<file path="src/rtl/alu_arbiter.sv">
// alu_arbiter: round-robin share of one multi-cycle ALU between two requesters.
// One op in flight; operands held on the ALU until alu_ready, result returned on rspN.
//
// Ports:
//   clk, rst_n                      clock, async active-low reset
//   reqN_valid/ready/op1/op2/code   request channel N (N=0 execute, N=1 addr/branch)
//   rspN_valid/ready                response channel N
//   rsp_result, rsp_err             result shared by both response channels
//   alu_op1/op2/code                operands and code to the ALU
//   alu_result, alu_ready           ALU completion
//
// Optional feature: define ALU_ARB_TIMEOUT_EN to bound the WAIT state to TIMEOUT
// cycles; on expiry the op completes with rsp_result=0, rsp_err=1.

module alu_arbiter #(
  parameter int WIDTH   = 32,
  parameter int TIMEOUT = 16
) (
  input  logic             clk,
  input  logic             rst_n,
  input  logic             req0_valid,
  output logic             req0_ready,
  input  logic [WIDTH-1:0] req0_op1,
  input  logic [WIDTH-1:0] req0_op2,
  input  logic [2:0]       req0_code,
  input  logic             req1_valid,
  output logic             req1_ready,
  input  logic [WIDTH-1:0] req1_op1,
  input  logic [WIDTH-1:0] req1_op2,
  input  logic [2:0]       req1_code,
  output logic             rsp0_valid,
  input  logic             rsp0_ready,
  output logic             rsp1_valid,
  input  logic             rsp1_ready,
  output logic [WIDTH-1:0] rsp_result,
  output logic             rsp_err,
  output logic [WIDTH-1:0] alu_op1,
  output logic [WIDTH-1:0] alu_op2,
  output logic [2:0]       alu_code,
  input  logic [WIDTH-1:0] alu_result,
  input  logic             alu_ready
);

  if (TIMEOUT < 1) begin : g_bad_timeout
    $error("alu_arbiter: TIMEOUT must be at least 1");
  end

  typedef enum logic [1:0] {
    S_IDLE,
    S_ISSUE,
    S_WAIT,
    S_RESP
  } state_t;

  state_t           state_q, state_d;
  logic             last_grant_q, last_grant_d;
  logic             gnt_q, gnt_d;
  logic [WIDTH-1:0] op1_q, op1_d;
  logic [WIDTH-1:0] op2_q, op2_d;
  logic [2:0]       code_q, code_d;
  logic [WIDTH-1:0] res_q, res_d;
  logic             g0, g1;
  logic             rsp_take;

`ifdef ALU_ARB_TIMEOUT_EN
  localparam int CW = (TIMEOUT > 1) ? $clog2(TIMEOUT) : 1;
  localparam logic [CW-1:0] CNT_MAX = CW'(TIMEOUT - 1);

  logic [CW-1:0] cnt_q, cnt_d;
  logic          err_q, err_d;
`endif

  // Tie goes to the requester that was not granted last.
  always_comb begin
    g0 = req0_valid & (~req1_valid | last_grant_q);
    g1 = req1_valid & ~g0;
  end

  always_comb begin
    rsp_take = gnt_q ? rsp1_ready : rsp0_ready;
  end

  always_comb begin
    state_d      = state_q;
    last_grant_d = last_grant_q;
    gnt_d        = gnt_q;
    op1_d        = op1_q;
    op2_d        = op2_q;
    code_d       = code_q;
    res_d        = res_q;
    req0_ready   = 1'b0;
    req1_ready   = 1'b0;
`ifdef ALU_ARB_TIMEOUT_EN
    cnt_d        = cnt_q;
    err_d        = err_q;
`endif
    unique case (state_q)
      S_IDLE: begin
        if (g0 | g1) begin
          req0_ready   = g0;
          req1_ready   = g1;
          gnt_d        = g1;
          last_grant_d = g1;
          op1_d        = g1 ? req1_op1 : req0_op1;
          op2_d        = g1 ? req1_op2 : req0_op2;
          code_d       = g1 ? req1_code : req0_code;
          state_d      = S_ISSUE;
        end
      end
      S_ISSUE: begin
        // alu_ready may still reflect the previous op here.
        state_d = S_WAIT;
`ifdef ALU_ARB_TIMEOUT_EN
        cnt_d   = '0;
`endif
      end
      S_WAIT: begin
        if (alu_ready) begin
          res_d   = alu_result;
          state_d = S_RESP;
`ifdef ALU_ARB_TIMEOUT_EN
          err_d   = 1'b0;
`endif
        end
`ifdef ALU_ARB_TIMEOUT_EN
        else if (cnt_q == CNT_MAX) begin
          res_d   = '0;
          err_d   = 1'b1;
          state_d = S_RESP;
        end else begin
          cnt_d = cnt_q + 1'b1;
        end
`endif
      end
      S_RESP: begin
        if (rsp_take) begin
          state_d = S_IDLE;
        end
      end
      default: begin
        state_d = S_IDLE;
      end
    endcase
  end

  always_ff @(posedge clk or negedge rst_n) begin
    if (!rst_n) begin
      state_q      <= S_IDLE;
      last_grant_q <= 1'b1;
      gnt_q        <= 1'b0;
      op1_q        <= '0;
      op2_q        <= '0;
      code_q       <= 3'h0;
      res_q        <= '0;
    end else begin
      state_q      <= state_d;
      last_grant_q <= last_grant_d;
      gnt_q        <= gnt_d;
      op1_q        <= op1_d;
      op2_q        <= op2_d;
      code_q       <= code_d;
      res_q        <= res_d;
    end
  end

`ifdef ALU_ARB_TIMEOUT_EN
  always_ff @(posedge clk or negedge rst_n) begin
    if (!rst_n) begin
      cnt_q <= '0;
      err_q <= 1'b0;
    end else begin
      cnt_q <= cnt_d;
      err_q <= err_d;
    end
  end

  assign rsp_err = err_q;
`else
  assign rsp_err = 1'b0;
`endif

  assign rsp0_valid = (state_q == S_RESP) & ~gnt_q;
  assign rsp1_valid = (state_q == S_RESP) &  gnt_q;
  assign rsp_result = res_q;
  assign alu_op1    = op1_q;
  assign alu_op2    = op2_q;
  assign alu_code   = ((state_q == S_ISSUE) | (state_q == S_WAIT)) ? code_q : 3'h0;

endmodule

</file>
<file path="config.mk">
export PLATFORM = sky130hd
export DESIGN_NAME = alu_arbiter
export DESIGN_NICKNAME = d
export VERILOG_FILES = /design/src/rtl/alu_arbiter.sv
export SDC_FILE = /design/constraint.sdc
export NUM_CORES = 1
export LEC_CHECK = 0
export BUFFER_PORTS_ARGS = -buffer_cell sky130_fd_sc_hd__buf_2
export CAP_MARGIN = 10
export CORE_ASPECT_RATIO = 0.5
export CORE_MARGIN = 4
export CORE_UTILIZATION = 30
export CTS_CLUSTER_DIAMETER = 80
export DETAILED_ROUTE_END_ITERATION = 12
export GPL_TIMING_DRIVEN = 0
export MAX_ROUTING_LAYER = met4
export PLACE_DENSITY = 0.68
export SLEW_MARGIN = 20
export SYNTH_ARGS = -nofsm -noshare
export SYNTH_HDL_FRONTEND = slang
export SYNTH_SLANG_ARGS = --single-unit
</file>
<file path="constraint.sdc">
create_clock -name clk -period 3.98 [get_ports clk]
set_input_delay 0.796 -clock clk [delete_from_list [all_inputs] [get_ports clk]]
set_output_delay 0.796 -clock clk [all_outputs]
set_load 0.01 [all_outputs]
</file>
Word-level counts from Yosys, hierarchy flattened
Cells that the tools add are included.
{"block": "op_classes", "eq_ne": 6, "mux": 13, "n_bitwise": 10, "n_reduce_logical": 4}
{"operator": "2-to-1 mux 32 bit", "count": 2}
{"operator": "one-hot mux 2 bit (4 select lines)", "count": 1}
{"operator": "2-to-1 mux 2 bit", "count": 3}
{"operator": "2-to-1 mux 3 bit", "count": 2}
{"operator": "!= test 2 bit, second input constant", "count": 3}
{"operator": "2-to-1 mux 1 bit", "count": 5}
{"operator": "AND 1 bit", "count": 4}
{"operator": "== test 2 bit, second input constant", "count": 2}
{"operator": "AND reduction 2 bit", "count": 2}
{"operator": "NOT 1 bit", "count": 3}
{"operator": "bitwise OR 1 bit", "count": 3}
{"operator": "AND reduction 3 bit", "count": 1}
{"operator": "== test 2 x 1 -> 1 bit, second input constant", "count": 1}
{"operator": "logical NOT 2 bit", "count": 1}
{"block": "totals", "register_bits": 103, "inputBits": 173, "out_inout_bits": 104, "elab_cells": 40}

Longest topological paths before layout
Gate-level depths: netlist (run 1).
{"block": "logic_depth", "depth_word": 8, "depth_mapped": 7, "ltp_nobuf": 5}

Worst setup path after synthesis (run 1)
Ideal clock, no wire load.
{"block": "synth_timing", "path_kind": "input to output", "start": "in req1_valid", "end": "out req1_ready", "t_arrival_ns": 1.173, "t_required_ns": 3.184, "slack_ns": 2.011, "cell_stages": 2, "n_path_buf": 0, "path_cell_list": "a21boi_2 -> and2_1"}
{"block": "synth_via", "elab_chain_len": 8}
{"element": "start, declared", "line_no": "26", "rtl": "input logic req1_valid,"}
{"element": "NOT 1 bit", "line_no": "75", "rtl": "g0 = req0_valid & (~req1_valid | last_grant_q);"}
{"element": "bitwise OR 1 bit", "line_no": "75"}
{"element": "AND 1 bit", "line_no": "75"}
{"element": "NOT 1 bit", "line_no": "76", "rtl": "g1 = req1_valid & ~g0;"}
{"element": "AND 1 bit", "line_no": "76"}
{"element": "bitwise OR 1 bit", "line_no": "99", "rtl": "if (g0 | g1) begin"}
{"element": "2-to-1 mux 1 bit (*)", "line_no": "99"}
{"element": "2-to-1 mux 1 bit (*)", "line_no": "97", "rtl": "unique case (state_q)"}
{"element": "end, declared", "line_no": "27", "rtl": "output logic req1_ready,"}
Every way passes the cells marked *; elsewhere a longest branch is shown, timed or not.

Worst setup path after layout (run 1)
Ends and elaborated chain as after synthesis.

==> impl_summary.txt, run 1 <==
----------------------------------------------------
[Yosys]
  Share of the yosys chip area belonging to registers ... 57.28%
  Area share of fa/ha/maj cells after synthesis ... 0.8338%
  Synthesized-area fraction occupied by ao, oa, aoi and oai cells ... a little over a tenth
  Post-synthesis cell count ... 466
  Seq cells post-synth ... between 100 and 150
  Share of the synthesized area in the top cell type ... 56.70%
  Area fraction in and, or, nand and nor cells after synthesis ... a little under a fifth
  Cell accounting for the most synthesized area ... sky130_fd_sc_hd__dfrtp_1
  Combinational family with the most area after synthesis ... simple AND/OR/NAND/NOR gates
  Multiplexer share of the synthesized area ... under 10%
  Number of different library cells in the post-synthesis netlist ... 25
  Largest cells by area after synthesis ... sky130_fd_sc_hd__dfrtp_1 (57%), sky130_fd_sc_hd__nand2_1 (11%), sky130_fd_sc_hd__a31oi_1 (9.3%), sky130_fd_sc_hd__mux2_2 (8.0%), sky130_fd_sc_hd__nor2_1 (5.8%)
  XOR/XNOR share of the synthesized area ... 0%
  Mean area per synthesized cell ... between 9 and 10 um^2
  Syn_nets ... roughly 640
  Combined area of all synthesized cells ... roughly 4500 um^2
  Ys Warns ... 0

[Clocking]
  Total number of clock tree sinks ... 103
  CTS Buffer Depth ... 2
  Post-CTS setup buffer count ... 0
  Level count of the clock H-tree ... 3
  Clock-pin transition on the worst setup and hold timing paths ... around 70 ps
  CTS resizes ... 0
  Later-pin clock latency in the skew report ... about 330 ps
  CTS tree ... built
  Inserted Clock Buffers ... 9
  Root Driver ... sky130_fd_sc_hd__clkbuf_16
  Number of hold buffers added after cts ... 0

[GRT]
  All-layer global routing usage ... between 10% and 20%
  Number of global-route vias before repair ... 4524
  Largest net degree at the start of global routing ... 58
  Number of antenna violations at the first check in global routing ... 0
  First-pass GRT wire length ... around 23 mm
  Total congestion overflow after global routing ... 0

[Power and ir drop]
  Power share of the sequential group ... about 37%
  Net switching fraction of the power ... around 37%
  Psw ... approximately 1.9 mW
  Combinational cell fraction of total power ... between 40% and 50%
  Leak ... ~3.3 nW
  Cell area power density ... 775.6 nW/um^2
  Power share of the clock group ... between 10% and 20%
  Internal power consumption ... approximately 3.1 mW
  Power, Total ... slightly above 5 mW
  Peak ir drop on the vdd network ... between 0.2 and 0.25 mV

[Worst setup path]
  Start of the worst register-to-register path ... state_q[0]
  Setup crit end kind ... primary output
  Crit Path Max Fanout ... 5
  Reg2reg setup slack ... 2080 ps
  Required time of the worst setup path ... approximately 3200 ps
  Startpoint type of the worst setup path ... primary input
  Most common cell on crit path ... sky130_fd_sc_hd__buf_2
  Arr. time, crit path ... roughly 1500 ps
  Cell-by-cell trace of the critical path ... buf_2, a21boi_2, and2_1, buf_2
  Path type of the worst setup path ... in2out
  Cell with the biggest individual delay on the critical path ... sky130_fd_sc_hd__a21boi_2
  Worst Path Buf+Inv ... 2
  R2R Path End ... alu_op2[1]
  Top Family by Delay on Critical Path ... compound AO/OA/AOI/OAI gates
  Reg2Reg Depth ... 7
  Biggest cell delay along the critical path ... between 200 and 300 ps

[Routing]
  Drt total wl ... 14.77 mm
  Via density per instance ... 4.587
  Length of routed met3 wiring ... 541 um
  Final antenna-violating net count ... 0
  Initial drt markers ... ~180
  Topmost layer with routed signal wires ... met4
  Routed length per instance ... between 15 and 20 um
  Wire length the detailed router placed on met1 ... just over 6 mm
  # DRC ... 0
  Via total after detailed routing ... approximately 4.4k
  Number of optimization iterations in the first detailed-route pass ... 4
  Met2 layer wire length in the routed design ... a little under 8 mm

[Timing]
  Setup TNS ... 0 ps
  Period minus WS final ... 2296 ps
  Timing-limited maximum frequency ... 0.4356 GHz
  Final Slew Violations ... 0
  RSZ-0062 raised after global routing ... false
  Final hold vios ... 0
  Clock Skews ... approximately 7.0 ps
  Post-route fraction of the period consumed by the critical path ... between 50% and 60%
  Worst slew margin relative to its limit ... a little over three fifths
  Measured slew at the worst slew-check pin ... about 560 ps
  Number of setup violations in the final report ... 0

[Floorplan]
  Die height ... between 90 and 100 um
  Number of top-level design ports ... roughly 280
  Standard-cell rows ... 31
  Die boundary width ... ~180 um
  Initial core utilization ... between 30% and 40%
  Full die area ... 17150 um^2
  Std-Cell Core Area ... roughly 15000 um^2

[Cells and area]
  Net count of the finished layout ... 929
  Leading cell types in the layout, fill and taps excluded ... sky130_fd_sc_hd__buf_2 (296), sky130_fd_sc_hd__nand2_1 (137), sky130_fd_sc_hd__dfrtp_1 (102)
  Antenna diode count ... 0
  Synthesis-to-layout area growth ... 44.02%
  Leading cell type in the layout, fill and taps excluded ... sky130_fd_sc_hd__buf_2
  Final cell count without fillers ... ~960
  Ratio of cells with drive above 1 in the final layout ... 46.83%

[Hold path]
  Classification of the worst-slack hold path ... in2async

[Job]
  Number of maximum-capacitance violations ... 0

[Place]
  Global placer's final weighted congestion ... between 0.8 and 0.9
  Buffers on Ports ... between 200 and 300
  Dpl hpwl ... approximately 12 mm
  Number of instances in the placed design ... 940

[Outcome]
  Outcome ... complete, no violations

----------------------------------------------------
-- routing by layer --
metal  global-route usage [%]  vias up
li1                         -     2128
met1                    20.22     2121
met2                    30.42      114
met3                    2.924       22
met4                    4.432        0
met5                        -        -
-- power groups by stage --
stage	Sequential [mW]	Clock [mW]	Combinational [mW]
4_1_cts	1.87	0.986	2.25
2_1_floorplan	2.10	0	1.03
5_1_grt	1.94	1.04	2.44
3_5_place_dp	1.88	0	2.25
6_report	1.87	0.959	2.20
3_3_place_gp	1.86	0	2.20
-- per-stage QoR --
step                utilization [%]  hold slack, ps  cell area, um^2  worst slack, ps
CTS                           44.46           441.7             6484             1670
floorplan                         -           500.4             4502             2011
detailed placement            42.24           492.6             6160             1694
global placement              42.00           481.9             6126            931.2
finish                        44.46           430.1             6484             1684
global route                  44.46           465.2             6484             1586
-- flip-flops by register name (all words and copies together), names as in the netlist --
name,count
last_grant_q,1
state_q,2
alu_op2,32
alu_op1,32
gnt_q,1
code_q,3
rsp_result,32
-- cell usage after synthesis --
master,instances
sky130_fd_sc_hd__a21bo_2,1
sky130_fd_sc_hd__a21boi_2,1
sky130_fd_sc_hd__a222oi_1,1
sky130_fd_sc_hd__a22o_1,1
sky130_fd_sc_hd__a2bb2oi_1,1
sky130_fd_sc_hd__a31oi_1,67
sky130_fd_sc_hd__and2_1,5
sky130_fd_sc_hd__buf_2,22
sky130_fd_sc_hd__buf_4,6
sky130_fd_sc_hd__buf_6,1
sky130_fd_sc_hd__clkbuf_1,4
sky130_fd_sc_hd__conb_1,1
sky130_fd_sc_hd__dfrtp_1,102
sky130_fd_sc_hd__dfstp_2,1
sky130_fd_sc_hd__ha_1,3
sky130_fd_sc_hd__inv_1,3
sky130_fd_sc_hd__mux2_1,1
sky130_fd_sc_hd__mux2_2,32
sky130_fd_sc_hd__mux2i_1,1
sky130_fd_sc_hd__nand2_1,137
sky130_fd_sc_hd__nand2b_1,1
sky130_fd_sc_hd__nor2_1,70
sky130_fd_sc_hd__nor2b_1,2
sky130_fd_sc_hd__o21a_1,1
sky130_fd_sc_hd__o21ai_0,1
-- cells by family (layout without fill, tap and decap cells) --
logic type	Yosys count	in the layout
simple gates	215	215
flops	103	103
compound gates	74	74
buf+inv	36	328
mux	34	34
fa+ha+maj	3	3
other cells	1	1
-- cell type report --
type / instances / area, um^2
Buffer: 33 / 181.4
Clock buffer: 11 / 242.7
Clock inverter: 5 / 81.33
Fill cell: 1501 / 8100
Inverter: 3 / 11.26
Multi-Input combinational cell: 327 / 1730
Sequential cell: 103 / 2579
Tap cell: 198 / 247.7
Timing Repair Buffer: 276 / 1410
-- worst max-delay path by stage --
| stage | start | endpoint | slack, ps | cells past startpoint |
|---|---|---|---|---|
| floorplan | req1_valid | req1_ready | 2010 | 2 |
| global placement | rst_n | alu_op1[15] | 930 | 1 |
| detailed placement | req1_valid | req1_ready | 1690 | 4 |
| CTS | state_q[0] | req0_ready | 1670 | 5 |
| global route | state_q[0] | req0_ready | 1590 | 5 |
| finish | req1_valid | req1_ready | 1680 | 4 |
Power figures use the tool's default switching activity.
==> run 2, diff against run 1 <==
--- a/config.mk
+++ b/config.mk
@@ -14,7 +14,7 @@
 export DETAILED_ROUTE_END_ITERATION = 12
 export GPL_TIMING_DRIVEN = 0
 export MAX_ROUTING_LAYER = met4
-export PLACE_DENSITY = 0.68
+export PLACE_DENSITY = 0.71
 export SLEW_MARGIN = 20
 export SYNTH_ARGS = -nofsm -noshare
 export SYNTH_HDL_FRONTEND = slang
==> constraint.sdc (replaced) <==
create_clock -name clk -period 2.03 [get_ports clk]
set_input_delay 0.406 -clock clk [delete_from_list [all_inputs] [get_ports clk]]
set_output_delay 0.406 -clock clk [all_outputs]
set_load 0.01 [all_outputs]
==> run 2 against run 1 <==
Effect of this change: via count grew 0.66%; critical path depth up 1; worst hold slack worse by 130 ps; wire length fell by 2.3%; clock-buffer cell count down 2; sequential power grew 95%; combinational power up 97%; global-route usage decreased by 0.57 points; critical path type is now reg2out.
==> impl_summary.txt, run 2 (synthesized netlist as in run 1, its figures left out) <==
----------------------------------------------------
[Place]
  Buffers on Ports ... about 280
  Global placer's final weighted congestion ... 0.8278
  Number of instances in the placed design ... 940
  Dpl hpwl ... 11.27 mm
  Dpl ws ... between 90 and 100 ps
  Placed Instance Area ... about 6000 um^2

[Floorplan]
  Number of top-level design ports ... around 280
  Die boundary width ... around 180 um
  Initial core utilization ... between 30% and 40%
  Full die area ... between 15000 and 20000 um^2
  Die height ... between 90 and 100 um
  Standard-cell rows ... 31
  Std-Cell Core Area ... 14580 um^2

[Cells and area]
  Filler Cell Count ... about 1.4k
  Synthesis-to-layout area growth ... 43.86%
  Post-route cell area ... approximately 6500 um^2
  Final cell count without fillers ... 956
  Leading cell types in the layout, fill and taps excluded ... sky130_fd_sc_hd__buf_2 (292), sky130_fd_sc_hd__nand2_1 (137), sky130_fd_sc_hd__dfrtp_1 (102)
  Util after Layout ... between 40% and 50%
  Antenna diode count ... 0
  Ratio of cells with drive above 1 in the final layout ... a little under half
  Net count of the finished layout ... between 900 and 1k
  Leading cell type in the layout, fill and taps excluded ... sky130_fd_sc_hd__buf_2

[Clocking]
  Later-pin clock latency in the skew report ... 330 ps
  Post-CTS setup buffer count ... 0
  CTS Buffer Depth ... 2
  CTS tree ... built
  Inserted Clock Buffers ... 9
  Total number of clock tree sinks ... 103
  Clock-pin transition on the worst setup and hold timing paths ... about 70 ps
  Root Driver ... sky130_fd_sc_hd__clkbuf_16
  Level count of the clock H-tree ... 3

[Timing]
  Period minus WS final ... 1915 ps
  Setup TNS ... 0 ps
  Number of setup violations in the final report ... 0
  Final WS setup ... 114.7 ps
  Final Slew Violations ... 0
  Final hold vios ... 0
  Clock Skews ... roughly 4.3 ps
  Timing-limited maximum frequency ... 0.5221 GHz
  Post-route fraction of the period consumed by the critical path ... between 90% and 100%
  RSZ-0062 raised after global routing ... true

[Power and ir drop]
  Net switching fraction of the power ... roughly 38%
  Peak ir drop on the vdd network ... ~0.46 mV
  Combinational cell fraction of total power ... around 45%
  Power share of the clock group ... about 18%
  Psw ... 3.691 mW
  Power share of the sequential group ... a little under two fifths
  Internal power consumption ... about 6 mW
  Cell area power density ... about 1500 nW/um^2
  Leak ... about 3.3 nW

[Routing]
  Via total after detailed routing ... roughly 4.4k
  Number of optimization iterations in the first detailed-route pass ... 4
  Via density per instance ... between 4 and 5
  Drt total wl ... 14.44 mm
  # DRC ... 0
  Initial drt markers ... between 150 and 200
  Routed length per instance ... ~15 um
  Final antenna-violating net count ... 0

[Worst setup path]
  Setup crit end kind ... primary output
  Startpoint type of the worst setup path ... flip-flop
  Required time of the worst setup path ... between 1500 and 2000 ps
  Biggest cell delay along the critical path ... between 400 and 500 ps
  Cell with the biggest individual delay on the critical path ... sky130_fd_sc_hd__dfrtp_1
  Crit Path Max Fanout ... 6
  Cell-by-cell trace of the critical path ... inv_1, ha_1, nand2_1, nor2_1, buf_2
  Path type of the worst setup path ... reg2out
  Arr. time, crit path ... ~1500 ps

[GRT]
  First-pass GRT wire length ... about 22 mm
  Number of global-route vias before repair ... between 4k and 5k
  All-layer global routing usage ... between 15 and 20%
  Number of antenna violations at the first check in global routing ... 0
  Total congestion overflow after global routing ... 0
  Largest net degree at the start of global routing ... 79

[Outcome]
  Outcome ... complete, no violations

[Hold path]
  Classification of the worst-slack hold path ... in2reg

[Job]
  Number of maximum-capacitance violations ... 0

----------------------------------------------------
-- run 2: changes by cell type in the layout (fill, tap and decap cells not counted), sizes merged --
cell,change
bufinv,-1
clkbuf,+2
clkinvlp,+1
inv,+1
buf,-4
dlygate4sd3,+1
-- run 2: metrics by stage --
step	hold slack (ps)	total power [mW]
CTS	281.6	9.867
detailed placement	279.5	8.095
global route	285.4	10.48
floorplan	110.4	6.148
finish	300.3	9.714
global placement	480.7	7.939
-- run 2: power by group through the flow --
stage | Combinational, mW | Clock [mW] | Sequential (mW)
2_1_floorplan | 2.02 | 0 | 4.12
4_1_cts | 4.40 | 1.81 | 3.66
3_3_place_gp | 4.30 | 0 | 3.64
3_5_place_dp | 4.40 | 0 | 3.69
5_1_grt | 4.80 | 1.88 | 3.80
6_report | 4.33 | 1.73 | 3.65
-- run 2: layer usage --
layer / part of all wire (%) / global-route usage [%] / wire length, um
met1: 41 / 19.94 / 5926
met2: 53 / 28.44 / 7586
met3: 4.1 / 2.847 / 589
met4: 2.3 / 5.181 / 335
met5: 0 / - / 0
-- run 2: cell type report --
type | count | area [um^2] | area share, %
inverters | 3 | 11.26 | 0.1739
flip-flops and latches | 103 | 2579 | 39.82
well taps | 198 | 247.7 | 3.825
plain buffers | 33 | 191.4 | 2.956
clock buffers | 9 | 225.2 | 3.478
clock inverters | 6 | 71.32 | 1.101
multi-input cells | 327 | 1730 | 26.72
repair buffers | 277 | 1420 | 21.93
-- run 2: worst max-delay path, delay by kind of cell (launching register included) --
family / cells / cell delay (ps)
DFF: 1 / 410
adders and majority gates: 1 / 270
and+or+nand+nor: 2 / 270
buffers and inverters: 2 / 240
-- run 2: path summary, 6_finish.rpt --
path	start	endpoint	slack, ps	depth (start not counted)
min in group asynchronous	rst_n	rsp_result[2]	490	2
worst max-delay path	state_q[0]	req0_ready	110	5
worst max register to register	state_q[0]	alu_op2[15]	190	7
worst min register to register	rsp_result[20]	rsp_result[20]	500	1
worst min-delay path	alu_result[10]	rsp_result[10]	300	2
max in group asynchronous	rst_n	last_grant_q	850	3
-- run 2: what timing repair did --
| action | in CTS | in global routing |
|---|---|---|
| endpoints found under the setup margin | 0 | 60 |
| hold buffers | 1 | 0 |
| gates resized for setup | 0 | 4 |
| hold endpoints to repair | 25 | 0 |
==> run 3, diff against run 2 <==
--- a/config.mk
+++ b/config.mk
@@ -5,7 +5,7 @@
 export SDC_FILE = /design/constraint.sdc
 export NUM_CORES = 1
 export LEC_CHECK = 0
-export BUFFER_PORTS_ARGS = -buffer_cell sky130_fd_sc_hd__buf_2
+export BUFFER_PORTS_ARGS = -buffer_cell sky130_fd_sc_hd__buf_4
 export CAP_MARGIN = 10
 export CORE_ASPECT_RATIO = 0.5
 export CORE_MARGIN = 4
@@ -19,3 +19,4 @@
 export SYNTH_ARGS = -nofsm -noshare
 export SYNTH_HDL_FRONTEND = slang
 export SYNTH_SLANG_ARGS = --single-unit
+export TNS_END_PERCENT = 20
==> run 3 against run 2 <==
Effect of this change: setup slack gained 29 ps; largest cell class unchanged; final cell count fell by 0.10%; highest routed layer unchanged; global-route usage increased by 0.64 points; critical path depth unchanged.
==> impl_summary.txt, run 3 (synthesized netlist as in run 1, its figures left out) <==
----------------------------------------------------
[Outcome]
  Outcome ... complete, no violations

[Power and ir drop]
  Peak ir drop on the vdd network ... 0.4354 mV
  Cell area power density ... 1455 nW/um^2
  Leak ... 3.497 nW
  Power, Total ... 10.34 mW

[Routing]
  Final antenna-violating net count ... 0
  Initial drt markers ... between 150 and 200
  Number of optimization iterations in the first detailed-route pass ... 4
  Via density per instance ... roughly 4.6
  Routed length per instance ... approximately 16 um
  # DRC ... 0
  Via total after detailed routing ... between 4k and 5k
  Drt total wl ... roughly 15 mm

[Worst setup path]
  Setup crit end kind ... primary output
  Biggest cell delay along the critical path ... approximately 400 ps
  Top Family by Delay on Critical Path ... flip-flops
  Worst Path Buf+Inv ... 2
  Startpoint type of the worst setup path ... flip-flop
  Cell-by-cell trace of the critical path ... inv_1, ha_1, nand2_1, nor2_1, buf_4
  Crit Path Max Fanout ... 6
  Required time of the worst setup path ... approximately 1600 ps
  Path type of the worst setup path ... reg2out
  Arr. time, crit path ... about 1500 ps
  Cell with the biggest individual delay on the critical path ... sky130_fd_sc_hd__dfrtp_1

[GRT]
  Largest net degree at the start of global routing ... about 100
  Number of global-route vias before repair ... 4395
  First-pass GRT wire length ... ~23 mm
  Total congestion overflow after global routing ... 0
  All-layer global routing usage ... between 10% and 20%
  Number of antenna violations at the first check in global routing ... 0

[Floorplan]
  Initial core utilization ... between 30% and 40%
  Standard-cell rows ... 31
  Full die area ... roughly 17000 um^2
  Die boundary width ... between 150 and 200 um
  Die height ... ~95 um
  Number of top-level design ports ... around 280
  Std-Cell Core Area ... between 10000 and 15000 um^2

[Place]
  Dpl hpwl ... about 12 mm
  Global placer's final weighted congestion ... 0.8278
  Buffers on Ports ... about 280

[Timing]
  Final hold vios ... 0
  Final Slew Violations ... 0
  Number of setup violations in the final report ... 0
  Worst slew margin relative to its limit ... 36.83%
  Timing-limited maximum frequency ... ~0.53 GHz
  RSZ-0062 raised after global routing ... false
  Period minus WS final ... between 1500 and 2000 ps
  Clock Skews ... around 8.5 ps
  Setup TNS ... 0 ps
  Post-route fraction of the period consumed by the critical path ... between 90% and 100%
  Measured slew at the worst slew-check pin ... 947.5 ps

[Clocking]
  Level count of the clock H-tree ... 3
  Inserted Clock Buffers ... 9
  Root Driver ... sky130_fd_sc_hd__clkbuf_16
  Total number of clock tree sinks ... ~100
  Post-CTS setup buffer count ... 0
  Later-pin clock latency in the skew report ... around 340 ps
  Number of hold buffers added after cts ... 0
  CTS resizes ... 0
  CTS Buffer Depth ... 2
  CTS tree ... built
  Clock-pin transition on the worst setup and hold timing paths ... around 80 ps

[Cells and area]
  Antenna diode count ... 0
  Net count of the finished layout ... 928
  Synthesis-to-layout area growth ... 57.89%
  Leading cell types in the layout, fill and taps excluded ... sky130_fd_sc_hd__buf_4 (280), sky130_fd_sc_hd__nand2_1 (137), sky130_fd_sc_hd__dfrtp_1 (102)
  Ratio of cells with drive above 1 in the final layout ... approximately 47%
  Leading cell type in the layout, fill and taps excluded ... sky130_fd_sc_hd__buf_4
  Util after Layout ... about 49%

[Hold path]
  Classification of the worst-slack hold path ... in2async

[Job]
  Number of maximum-capacitance violations ... 0

----------------------------------------------------
## run 3: layer usage
metal | up-vias | part of all wire (%) | GRT usage (%)
li1 | 2132 | - | -
met1 | 2121 | 42 | 20.83
met2 | 128 | 52 | 29.40
met3 | 25 | 4.0 | 3.117
met4 | 0 | 2.2 | 5.119
met5 | - | 0 | -
## run 3: final cells by class
| type | instances | area [um^2] |
|---|---|---|
| Clock inverter | 7 | 57.56 |
| Inverter | 3 | 11.26 |
| Timing Repair Buffer | 275 | 2068 |
| Clock buffer | 9 | 225.2 |
| Buffer | 33 | 188.9 |
| Tap cell | 198 | 247.7 |
| Fill cell | 1378 | 7476 |
| Sequential cell | 103 | 2579 |
| Multi-Input combinational cell | 327 | 1730 |
## run 3: worst paths after layout
| check | startpoint | to | slack [ps] | cells past startpoint |
|---|---|---|---|---|
| setup / recovery | state_q[0] | req0_ready | 140 | 5 |
| hold / removal | rst_n | rsp_result[2] | 190 | 1 |
| setup reg to reg | state_q[0] | code_q[0] | 200 | 7 |
| hold reg to reg | rsp_result[21] | rsp_result[21] | 510 | 1 |
| max in group asynchronous | rst_n | alu_op1[3] | 1210 | 1 |
| min in group clk | alu_result[17] | rsp_result[17] | 290 | 2 |
## run 3: stage by stage
stage          cell area (um^2)  setup WS, ps  std cells  hold WS [ps]
2_1_floorplan              4502         541.5        466         110.4
3_3_place_gp               6814         159.9        939         489.3
3_5_place_dp               6818         107.7        939         494.1
4_1_cts                    7101         79.73        955         229.8
5_1_grt                    7108         21.88        955         271.2
6_report                   7108         143.5        955         185.8
## run 3: power breakdown
| part | leakage, nW | internal, mW | switching [mW] |
|---|---|---|---|
| registers | 1.17 | 3.12 | 0.576 |
| logic | 2.19 | 2.57 | 2.42 |
| clock network | 0.134 | 0.846 | 0.806 |
| total | 3.50 | 6.53 | 3.81 |
